<file path="src/rtl/mixer_ctrl_if.sv">
`default_nettype none
// ============================================================================
// Module      : mixer_ctrl_if
// Description : Command bus (valid/ready) between the control logic or host
//               bridge and the mixer control plane.
// Revision    : 1.0 - initial release
// ============================================================================
interface mixer_ctrl_if #(
  parameter int CHANNELS  = 4,
  parameter int VOL_WIDTH = 4
);
  localparam int CH_W = $clog2(CHANNELS) + 1;

  logic                 cmd_valid_in;
  logic                 cmd_ready_out;
  logic [1:0]           cmd_op_in;
  logic [CH_W-1:0]      cmd_channel_in;
  logic [VOL_WIDTH-1:0] cmd_value_in;

  modport master (
    output cmd_valid_in, cmd_op_in, cmd_channel_in, cmd_value_in,
    input  cmd_ready_out
  );

  modport slave (
    input  cmd_valid_in, cmd_op_in, cmd_channel_in, cmd_value_in,
    output cmd_ready_out
  );
endinterface
`default_nettype wire

</file>
<file path="src/rtl/mixer_ctrl.sv">
`default_nettype none
// ============================================================================
// Module      : mixer_ctrl
// Description : Per-channel volume/mute control for the audio mixer. Commands
//               are buffered in a small FIFO and applied between sample ticks;
//               volume ramps one code per tick and mute fades out first.
// Revision    : 1.0 - initial release
// ============================================================================
module mixer_ctrl #(
  parameter int CHANNELS   = 4,
  parameter int VOL_WIDTH  = 4,
  parameter int FIFO_DEPTH = 4
) (
  input  logic                          clk_in,
  input  logic                          rst_n_in,
  input  logic                          sample_tick_in,
  mixer_ctrl_if.slave                   cmd,
  output logic [CHANNELS*VOL_WIDTH-1:0] volume_out,
  output logic [CHANNELS-1:0]           mute_out,
  output logic                          busy_out,
  output logic                          err_out
);
  localparam int CH_W    = $clog2(CHANNELS) + 1;
  localparam int PTR_W   = $clog2(FIFO_DEPTH);
  localparam int ENTRY_W = 2 + CH_W + VOL_WIDTH;

  localparam logic [PTR_W:0]   CNT_ONE  = (PTR_W+1)'(1);
  localparam logic [PTR_W:0]   CNT_FULL = (PTR_W+1)'(FIFO_DEPTH);
  localparam logic [PTR_W-1:0] PTR_ONE  = PTR_W'(1);
  localparam logic [CH_W-1:0]  CH_LIMIT = CH_W'(CHANNELS);
  localparam logic [VOL_WIDTH-1:0] VOL_ONE  = VOL_WIDTH'(1);
  localparam logic [VOL_WIDTH-1:0] VOL_ZERO = '0;

  localparam logic [1:0] OP_SET_VOL = 2'b00;
  localparam logic [1:0] OP_MUTE    = 2'b01;
  localparam logic [1:0] OP_UNMUTE  = 2'b10;
  localparam logic [1:0] OP_SET_ALL = 2'b11;

  typedef enum logic [1:0] {
    ACTIVE = 2'd0,
    FADING = 2'd1,
    MUTED  = 2'd2
  } ch_state_t;

  // Command FIFO
  logic [ENTRY_W-1:0] fifo_mem [FIFO_DEPTH];
  logic [PTR_W-1:0]   wr_ptr, rd_ptr;
  logic [PTR_W:0]     count, count_nxt;
  logic               ready_q;
  logic               push, pop;

  logic [ENTRY_W-1:0]   head;
  logic [1:0]           head_op;
  logic [CH_W-1:0]      head_chan;
  logic [VOL_WIDTH-1:0] head_val;

  // Channel state
  logic [VOL_WIDTH-1:0] target   [CHANNELS];
  logic [VOL_WIDTH-1:0] cur      [CHANNELS];
  ch_state_t            st       [CHANNELS];
  logic [VOL_WIDTH-1:0] target_nxt [CHANNELS];
  logic [VOL_WIDTH-1:0] cur_nxt    [CHANNELS];
  ch_state_t            st_nxt     [CHANNELS];
  logic                 err_nxt, busy_nxt;

  // Ready is a registered "not full", so a pop never reaches it combinationally.
  assign push = cmd.cmd_valid_in & ready_q;
  assign pop  = (count != '0) & ~sample_tick_in;
  assign cmd.cmd_ready_out = ready_q;

  assign head      = fifo_mem[rd_ptr];
  assign head_op   = head[ENTRY_W-1 -: 2];
  assign head_chan = head[VOL_WIDTH +: CH_W];
  assign head_val  = head[VOL_WIDTH-1:0];

  // FIFO storage; contents need no reset because occupancy is tracked by count.
  always_ff @(posedge clk_in) begin
    if (push) begin
      fifo_mem[wr_ptr] <= {cmd.cmd_op_in, cmd.cmd_channel_in, cmd.cmd_value_in};
    end
  end

  // Next FIFO occupancy from the push/pop pair.
  always_comb begin
    count_nxt = count;
    case ({push, pop})
      2'b10:   count_nxt = count + CNT_ONE;
      2'b01:   count_nxt = count - CNT_ONE;
      default: count_nxt = count;
    endcase
  end

  // Next channel state: ticks move volume, non-tick cycles apply the head command.
  always_comb begin
    err_nxt  = err_out;
    busy_nxt = (count_nxt != '0);
    for (int i = 0; i < CHANNELS; i++) begin
      target_nxt[i] = target[i];
      cur_nxt[i]    = cur[i];
      st_nxt[i]     = st[i];
      if (sample_tick_in) begin
        case (st[i])
          ACTIVE: begin
            if (cur[i] < target[i])      cur_nxt[i] = cur[i] + VOL_ONE;
            else if (cur[i] > target[i]) cur_nxt[i] = cur[i] - VOL_ONE;
          end
          FADING: begin
            if (cur[i] <= VOL_ONE) begin
              cur_nxt[i] = VOL_ZERO;
              st_nxt[i]  = MUTED;
            end else begin
              cur_nxt[i] = cur[i] - VOL_ONE;
            end
          end
          default: cur_nxt[i] = VOL_ZERO;
        endcase
      end else if (pop) begin
        case (head_op)
          OP_SET_VOL: if (head_chan == CH_W'(i)) target_nxt[i] = head_val;
          OP_SET_ALL: target_nxt[i] = head_val;
          OP_MUTE:    if (head_chan == CH_W'(i) && st[i] == ACTIVE) st_nxt[i] = FADING;
          default: begin
            if (head_chan == CH_W'(i)) begin
              if (st[i] == MUTED) cur_nxt[i] = VOL_ZERO;
              st_nxt[i] = ACTIVE;
            end
          end
        endcase
      end
      if (st_nxt[i] == FADING || (st_nxt[i] == ACTIVE && cur_nxt[i] != target_nxt[i])) begin
        busy_nxt = 1'b1;
      end
    end
    if (pop && head_op != OP_SET_ALL && head_chan >= CH_LIMIT) err_nxt = 1'b1;
  end

  // State register for FIFO control, channels and status flags.
  always_ff @(posedge clk_in or negedge rst_n_in) begin
    if (!rst_n_in) begin
      wr_ptr   <= '0;
      rd_ptr   <= '0;
      count    <= '0;
      ready_q  <= 1'b1;
      err_out  <= 1'b0;
      busy_out <= 1'b0;
      for (int i = 0; i < CHANNELS; i++) begin
        target[i] <= '0;
        cur[i]    <= '0;
        st[i]     <= ACTIVE;
      end
    end else begin
      if (push) wr_ptr <= wr_ptr + PTR_ONE;
      if (pop)  rd_ptr <= rd_ptr + PTR_ONE;
      count    <= count_nxt;
      ready_q  <= (count_nxt != CNT_FULL);
      err_out  <= err_nxt;
      busy_out <= busy_nxt;
      for (int i = 0; i < CHANNELS; i++) begin
        target[i] <= target_nxt[i];
        cur[i]    <= cur_nxt[i];
        st[i]     <= st_nxt[i];
      end
    end
  end

  generate
    for (genvar g = 0; g < CHANNELS; g++) begin : g_out
      assign volume_out[g*VOL_WIDTH +: VOL_WIDTH] = cur[g];
      assign mute_out[g] = (st[g] == MUTED);
    end
  endgenerate
endmodule
`default_nettype wire

</file>
<file path="src/flat_wrapper.sv">
// flat-port wrapper written by rule: the top's interface ports become plain ports
module mixer_ctrl_flat 
#(
  parameter int CHANNELS   = 4,
  parameter int VOL_WIDTH  = 4,
  parameter int FIFO_DEPTH = 4
)
  (clk_in, rst_n_in, sample_tick_in, volume_out, mute_out, busy_out, err_out, cmd_cmd_valid_in, cmd_cmd_op_in, cmd_cmd_channel_in, cmd_cmd_value_in, cmd_cmd_ready_out);
  mixer_ctrl_if #(.CHANNELS(CHANNELS), .VOL_WIDTH(VOL_WIDTH)) cmd_i ();
  input  logic clk_in;
  input  logic rst_n_in;
  input  logic sample_tick_in;
  output logic [CHANNELS*VOL_WIDTH-1:0] volume_out;
  output logic [CHANNELS-1:0] mute_out;
  output logic busy_out;
  output logic err_out;
  input wire logic [$bits(cmd_i.cmd_valid_in)-1:0] cmd_cmd_valid_in;
  input wire logic [$bits(cmd_i.cmd_op_in)-1:0] cmd_cmd_op_in;
  input wire logic [$bits(cmd_i.cmd_channel_in)-1:0] cmd_cmd_channel_in;
  input wire logic [$bits(cmd_i.cmd_value_in)-1:0] cmd_cmd_value_in;
  output wire logic [$bits(cmd_i.cmd_ready_out)-1:0] cmd_cmd_ready_out;
  assign cmd_i.cmd_valid_in = cmd_cmd_valid_in;
  assign cmd_i.cmd_op_in = cmd_cmd_op_in;
  assign cmd_i.cmd_channel_in = cmd_cmd_channel_in;
  assign cmd_i.cmd_value_in = cmd_cmd_value_in;
  assign cmd_cmd_ready_out = cmd_i.cmd_ready_out;
  mixer_ctrl #(.CHANNELS(CHANNELS), .VOL_WIDTH(VOL_WIDTH), .FIFO_DEPTH(FIFO_DEPTH)) u_core (.clk_in(clk_in), .rst_n_in(rst_n_in), .sample_tick_in(sample_tick_in), .cmd(cmd_i), .volume_out(volume_out), .mute_out(mute_out), .busy_out(busy_out), .err_out(err_out));
endmodule
</file>
<file path="config.mk">
export PLATFORM = sky130hd
export DESIGN_NAME = mixer_ctrl_flat
export DESIGN_NICKNAME = d
export VERILOG_FILES = /design/src/rtl/mixer_ctrl_if.sv /design/src/rtl/mixer_ctrl.sv /design/src/flat_wrapper.sv
export SDC_FILE = /design/constraint.sdc
export NUM_CORES = 1
export LEC_CHECK = 0
export ABC_AREA = 1
export ABC_CLOCK_PERIOD_IN_PS = 2300
export CAP_MARGIN = 20
export CORE_MARGIN = 2
export CORE_UTILIZATION = 57
export CTS_BUF_LIST = sky130_fd_sc_hd__clkbuf_4
export DETAILED_ROUTE_END_ITERATION = 10
export GPL_TIMING_DRIVEN = 0
export PLACE_DENSITY_LB_ADDON = 0.08
export SYNTH_ARGS = -nofsm -noshare
export SYNTH_HDL_FRONTEND = slang
export SYNTH_SLANG_ARGS = --single-unit
</file>
<file path="constraint.sdc">
create_clock -name clk_in -period 2.3 [get_ports clk_in]
set_clock_uncertainty 0.05 [all_clocks]
set_input_delay 0.575 -clock clk_in [delete_from_list [all_inputs] [get_ports clk_in]]
set_output_delay 0.575 -clock clk_in [all_outputs]
set_load 0.01 [all_outputs]
</file>
==> flow_summary.json, run 1 <==
{
  "grt.total_usage": 0.279,
  "antenna_found_initial": 0,
  "cp-endpoint": "u_core.busy_out$_DFF_PN0_",
  "gp_congestion": 0.869,
  "reg2reg_slack_ns": -0.41,
  "areaGrowthSynthToFinish_pct": 21.4,
  "crit_buf_inv": 6,
  "status": "finished, violations left",
  "io_pins": 36,
  "core-area_um2": 10900,
  "p_leak_nw": 3.92,
  "critPathLaunchType": "flip-flop",
  "clock_latency_ns": 0.48,
  "finalCritPeriodShare": 1.18,
  "dr.pass1.iters": 5,
  "maxCapViolations": 0,
  "slew_headroom": 0.399,
  "critPathCaptureType": "flip-flop",
  "setup_tns_ns": -0.410,
  "routedWlPerCell_um": 14.8,
  "port_buffers": 35,
  "grt_pass1_wl_mm": 25.9,
  "synth_seq_cells": 86,
  "post-route-util": 0.710,
  "worst_ir_drop_vdd_mv": 0.747,
  "worstRegToRegCells": 21,
  "crit_type": "flip-flop to flip-flop",
  "synth_fp_nets": 891,
  "tightest_slew_ns": 0.898,
  "diodes": 0,
  "vias_per_cell": 5.34,
  "drtIter0Drc": 493,
  "clk_pin_slew_ns": 0.18,
  "r2r-start": "u_core.rd_ptr[0]$_DFFE_PN0P_",
  "grt_max_degree": 38,
  "max_freq_mhz": 369,
  "routed_wl_mm": 15.9,
  "max_stage_delay_ns": 0.44,
  "worstSetupPathDepth": 21,
  "synth_top_area_share": 0.193,
  "fin_area_um2": 7730,
  "vias": 5755,
  "dp.cells": 1016,
  "synth_top_cell_by_area": "dfrtp_1",
  "violations": "setup timing",
  "synthCells": 840,
  "slowest_stage": "dfrtp_1",
  "p_total_mw": 11.7,
  "die_w_um": 110,
  "clk_path_buf_depth": 2,
  "fp-row-count": 38,
  "fin_nets": 983,
  "syn_area_per_cell_um2": 7.58,
  "dpl-instance-area_um2": 6910,
  "drive_above_1_share": 0.237,
  "cts_tree": "built",
  "cts_root_buffer": "clkbuf_4",
  "synthFlopType": "dfrtp_1",
  "cts_buffers": 9,
  "fin_crit_ns": 2.71,
  "min_path_type": "input pin to asynchronous set/reset pin",
  "synth_edf_count": 36,
  "setup_violations": 1,
  "fp.dieArea_um2": 12000,
  "crit_chain": "inv_2 > buf_6 > nand2_4 > a32oi_4 > inv_2 > ha_4 > nor2_4 > buf_8 > nand2_2 > inv_2 > nand2_2 > nand2_2 > inv_2 > nand2_1 > nand2_1 > nor2_1 > nand3_1 > nand2_1 > nand2_2 > nor2_4 > nand2_1",
  "crit_family": "simple AND/OR/NAND/NOR gates",
  "async_reset_ff_frac": 0.581,
  "r2r-end": "u_core.busy_out$_DFF_PN0_",
  "ys_types": 44,
  "worstPathMaxFanout": 7,
  "clock_sinks": 86,
  "synth_area_leaders": "dfrtp_1 19%, edfxtp_1 17%, nand2_1 16%",
  "h-tree-depth": 3,
  "dp_hpwl_mm": 11.6,
  "fin_ws_ns": -0.410,
  "grt_pass1_vias": 5446,
  "required_ns": 2.63,
  "p_per_area_nw_per_um2": 1520,
  "hold_viol": 0,
  "ys_warn_count": 0,
  "rsz0062_at_grt": "true",
  "drc": 0,
  "stdcell_count": 1077,
  "die_h_um": 110,
  "syn-cell-area_um2": 6370,
  "seq_area_um2": 2340,
  "ant_nets": 0,
  "grt_overflow": 0,
  "initial_utilization": 0.585,
  "ys_seq_area_frac": 0.367,
  "multiInputGateArea_um2": 3690,
  "maxSlewViolCount": 0,
  "arrival_ns": 3.04,
  "crit_start": "u_core.rd_ptr[0]$_DFFE_PN0P_",
  "fillers": 874
}
[synth_stat cells, types with 11 or more instances]
master and count:
a21oi_1 12, dfrtp_1 49, edfxtp_1 36, ha_1 37
inv_1 112, inv_2 23, nand2_1 263, nand2_2 20
nand2_4 11, nand3_1 93, nor2_1 52, o21ai_0 13
o21ai_1 18
[metrics by stage]
step	worst slack, ns	hold WS, ns
6_report	-0.410	0.471
5_1_grt	-0.560	0.496
4_1_cts	-0.362	0.469
3_5_place_dp	-1.04	0.445
3_3_place_gp	-1.00	0.437
2_1_floorplan	-0.223	0.229
[registers in the layout (all words and copies together), names as in the netlist]
signal,flops
u_core.cmd.cmd_ready_out,1
u_core.count,3
u_core.err_out,1
u_core.rd_ptr,2
u_core.target,16
u_core.st,8
u_core.fifo_mem,36
u_core.wr_ptr,2
u_core.busy_out,1
u_core.volume_out,16
[where the power goes]
group          internal, mW  switching [mW]  total [mW]
clock network         0.249           0.614       0.862
logic                  3.28            5.16        8.44
registers              2.08           0.363        2.44
total                  5.61            6.14        11.7
[timing repair]
action,CTS,global route
buffers inserted,30,14
endpoints found under the setup margin,40,20
hold buffers,1,0
pin swaps,22,21
gates resized for setup,54,45
hold endpoints to repair,13,0
[worst min path at each step]
stage	start	end	slack, ns	cells past startpoint
floorplan	rst_n_in	u_core.busy_out$_DFF_PN0_	0.23	0
global placement	u_core.count[0]$_DFF_PN0_	u_core.count[0]$_DFF_PN0_	0.44	1
detailed placement	u_core.err_out$_DFFE_PN0P_	u_core.err_out$_DFFE_PN0P_	0.45	1
CTS	rst_n_in	u_core.target[13]$_DFF_PN0_	0.47	2
global route	rst_n_in	u_core.volume_out[10]$_DFF_PN0_	0.50	2
finish	rst_n_in	u_core.target[13]$_DFF_PN0_	0.47	2
[kinds of logic after synthesis]
kind of cell             share of synthesized area
AO/OA/AOI/OAI                               0.0519
XOR/XNOR                                    0.0261
adder cells (fa/ha/maj)                     0.0759
buffers and inverters                       0.0969
flip-flops                                   0.367
AND/OR/NAND/NOR                              0.383
[final cells by class]
type | instances | share of cell area
Timing Repair Buffer | 81 | 0.0941
Clock buffer | 9 | 0.00874
Tap cell | 140 | 0.0227
Sequential cell | 86 | 0.303
Buffer | 16 | 0.0183
Multi-Input combinational cell | 603 | 0.477
Clock inverter | 7 | 0.00826
Inverter | 135 | 0.0674
[per-layer routing]
| metal | wire length [µm] | share of wire | vias up | global-route usage |
|---|---|---|---|---|
| met5 | 0 | 0 | - | 0 |
| met4 | 330 | 0.021 | 0 | 0.112 |
| li1 | - | - | 2861 | - |
| met2 | 7840 | 0.49 | 186 | 0.471 |
| met3 | 897 | 0.056 | 25 | 0.0362 |
| met1 | 6860 | 0.43 | 2683 | 0.363 |
[cell usage in the layout, fill, tap and decap left out, types with 8 or more instances in the layout]
cell / count
a21oi_1: 9
buf_4: 45
clkbuf_4: 9
clkdlybuf4s50_1: 29
dfrtp_1: 40
dfrtp_2: 9
edfxtp_1: 36
ha_1: 34
inv_1: 106
inv_2: 24
nand2_1: 236
nand2_2: 42
nand2_4: 16
nand3_1: 91
nand3_4: 11
nand4_1: 10
nor2_1: 47
nor2_4: 8
o21ai_0: 9
o21ai_1: 20
xnor2_1: 9
xor2_1: 10
[worst reg2reg max path: cells and delay by family, from the launching register on]
family,cells,cell delay (ns)
compound gates,1,0.24
flops,1,0.44
buf+inv,6,0.61
fa+ha+maj,1,0.26
simple gates,13,1.06
No activity file was read; power rests on OpenSTA's default activity.
==> run 2, diff against run 1 <==
CTS_CLUSTER_SIZE = 28   (was default)
==> results of run 2 <==
No change in the layout: final DEF, timing and power equal those of run 1.
==> run 3, diff against run 2 <==
CORE_UTILIZATION = 45   (was 57)
CTS_CLUSTER_SIZE = default   (was 28)
==> flow_summary.json, run 3 (synthesized netlist as in run 1, its figures left out) <==
{
  "fp-row-count": 43,
  "io_pins": 36,
  "maxSlewViolCount": 0,
  "clock_latency_ns": 0.50,
  "rsz0062_at_grt": "true",
  "p_clk_frac": 0.076,
  "max_freq_mhz": 356,
  "grt.total_usage": 0.230,
  "tightest_slew_ns": 0.889,
  "fp.dieArea_um2": 15100,
  "fin_crit_ns": 2.81,
  "top_register": "u_core.fifo_mem",
  "drc": 0,
  "dr.pass1.iters": 5,
  "comb_power_share": 0.709,
  "grt_pass1_wl_mm": 26.6,
  "crit_type": "flip-flop to flip-flop",
  "grt_overflow": 0,
  "switching_share": 0.526,
  "status": "finished, violations left",
  "worstPathMaxFanout": 5,
  "hold_viol": 0,
  "dpl-instance-area_um2": 6960,
  "clk_pin_slew_ns": 0.17,
  "crit_chain": "inv_2 > buf_6 > nand2_4 > a32oi_4 > inv_2 > ha_4 > nor2_4 > buf_6 > nand2_1 > inv_2 > nand2_1 > nand2_1 > inv_1 > nand2_1 > nand2_1 > nor2_2 > nand2_1 > nand2_1 > nand2_2 > nor2_4 > nand2_2",
  "fin_nets": 975,
  "max_stage_delay_ns": 0.45,
  "critPathLaunchType": "flip-flop",
  "arrival_ns": 3.15,
  "dp.cells": 1056,
  "grt_pass1_vias": 5363,
  "power.switching_mw": 6.01,
  "diodes": 0,
  "p_per_area_nw_per_um2": 1490,
  "die_h_um": 123,
  "stdcell_count": 1109,
  "cpMostUsedCell": "nand2_1",
  "clock_sinks": 86,
  "clk_path_buf_depth": 2,
  "h-tree-depth": 3,
  "die_w_um": 123,
  "finalCritPeriodShare": 1.22,
  "drtIter0Drc": 284,
  "initial_utilization": 0.460,
  "gp_congestion": 0.929,
  "worst_ir_drop_vdd_mv": 0.725,
  "required_ns": 2.64,
  "place_worst_setup_slack_ns": -1.16,
  "cts_root_buffer": "clkbuf_4",
  "layout_common_cells": "244 x nand2_1, 107 x inv_1, 92 x nand3_1, 47 x nor2_1, 41 x dfrtp_1",
  "slew_headroom": 0.405,
  "antenna_found_initial": 0,
  "critPathCaptureType": "flip-flop",
  "intPower_mw": 5.41,
  "grt_max_degree": 29,
  "core-area_um2": 13800,
  "dp_hpwl_mm": 12.1,
  "vias_per_cell": 5.14,
  "largest_reg_flops": 36,
  "vias": 5699,
  "ant_nets": 0,
  "slowest_stage": "dfrtp_1",
  "routed_wl_mm": 16.5,
  "routedWlPerCell_um": 14.9,
  "cts_tree": "built",
  "p_total_mw": 11.4,
  "port_buffers": 35,
  "cts_buffers": 9,
  "areaGrowthSynthToFinish_pct": 20.2,
  "fillers": 1275,
  "fin_area_um2": 7650,
  "hold_ws_ns": 0.0645,
  "drive_above_1_share": 0.220,
  "p_leak_nw": 3.85,
  "seqPwrFrac": 0.215,
  "setup_violations": 2,
  "violations": "setup timing",
  "maxCapViolations": 0,
  "layout_commonest_cell": "nand2_1",
  "fin_ws_ns": -0.512,
  "min_path_type": "input pin to asynchronous set/reset pin"
}
run 3: layer usage:
metal  up-vias  wire length (µm)  track usage
met3        17               665       0.0461
met1      2720              7860        0.312
met2       113              7790        0.374
met4         0               201       0.0668
li1       2849                 -            -
met5         -                 0            0
run 3: worst paths after layout:
path | from | endpoint | slack [ns] | depth (start not counted)
max | u_core.rd_ptr[0]$_DFFE_PN0P_ | u_core.busy_out$_DFF_PN0_ | -0.51 | 21
min | rst_n_in | u_core.st[6]$_DFF_PN0_ | 0.06 | 1
max reg2reg | u_core.rd_ptr[0]$_DFFE_PN0P_ | u_core.busy_out$_DFF_PN0_ | -0.51 | 21
min reg2reg | u_core.err_out$_DFFE_PN0P_ | u_core.err_out$_DFFE_PN0P_ | 0.50 | 1
max in group asynchronous | rst_n_in | u_core.cmd.cmd_ready_out$_DFF_PN1_ | 1.48 | 2
min in group clk_in | u_core.err_out$_DFFE_PN0P_ | u_core.err_out$_DFFE_PN0P_ | 0.50 | 1
run 3: worst max-delay path: cells and delay by family, from the launching register on:
kind	cells	cell delay, ns
buf+inv	6	0.62
compound gates	1	0.28
fa+ha+maj	1	0.23
simple gates	13	1.06
flops	1	0.45
run 3: area by class of cell:
cell class | instances | area (µm²) | share of cell area
Buffer | 16 | 139 | 0.0181
Clock buffer | 9 | 67.6 | 0.00883
Clock inverter | 7 | 63.8 | 0.00834
Inverter | 135 | 519 | 0.0679
Multi-Input combinational cell | 603 | 3640 | 0.476
Sequential cell | 86 | 2340 | 0.306
Tap cell | 180 | 225 | 0.0294
Timing Repair Buffer | 73 | 653 | 0.0853
run 3: power by group through the flow:
| stage | registers (mW) | clock network [mW] | logic (mW) |
|---|---|---|---|
| floorplan | 2.44 | 0 | 5.19 |
| global placement | 2.48 | 0 | 6.78 |
| detailed placement | 2.50 | 0 | 6.89 |
| CTS | 2.46 | 0.894 | 7.73 |
| global route | 2.52 | 0.958 | 9.00 |
| finish | 2.46 | 0.867 | 8.09 |
run 3: repair_timing:
action                     in CTS  in global routing
gates cloned                    1                  0
resized for setup              57                 26
setup buffers                  24                 12
pin swaps                      19                 15
hold buffers                    0                  0
setup endpoints to repair      44                 21
run 3: per-stage QoR:
step	setup TNS, ns	utilization
floorplan	-0.223	-
global placement	-65.77	0.502
detailed placement	-17.26	0.503
CTS	-0.447	0.541
global route	-1.14	0.553
finish	-0.515	0.553
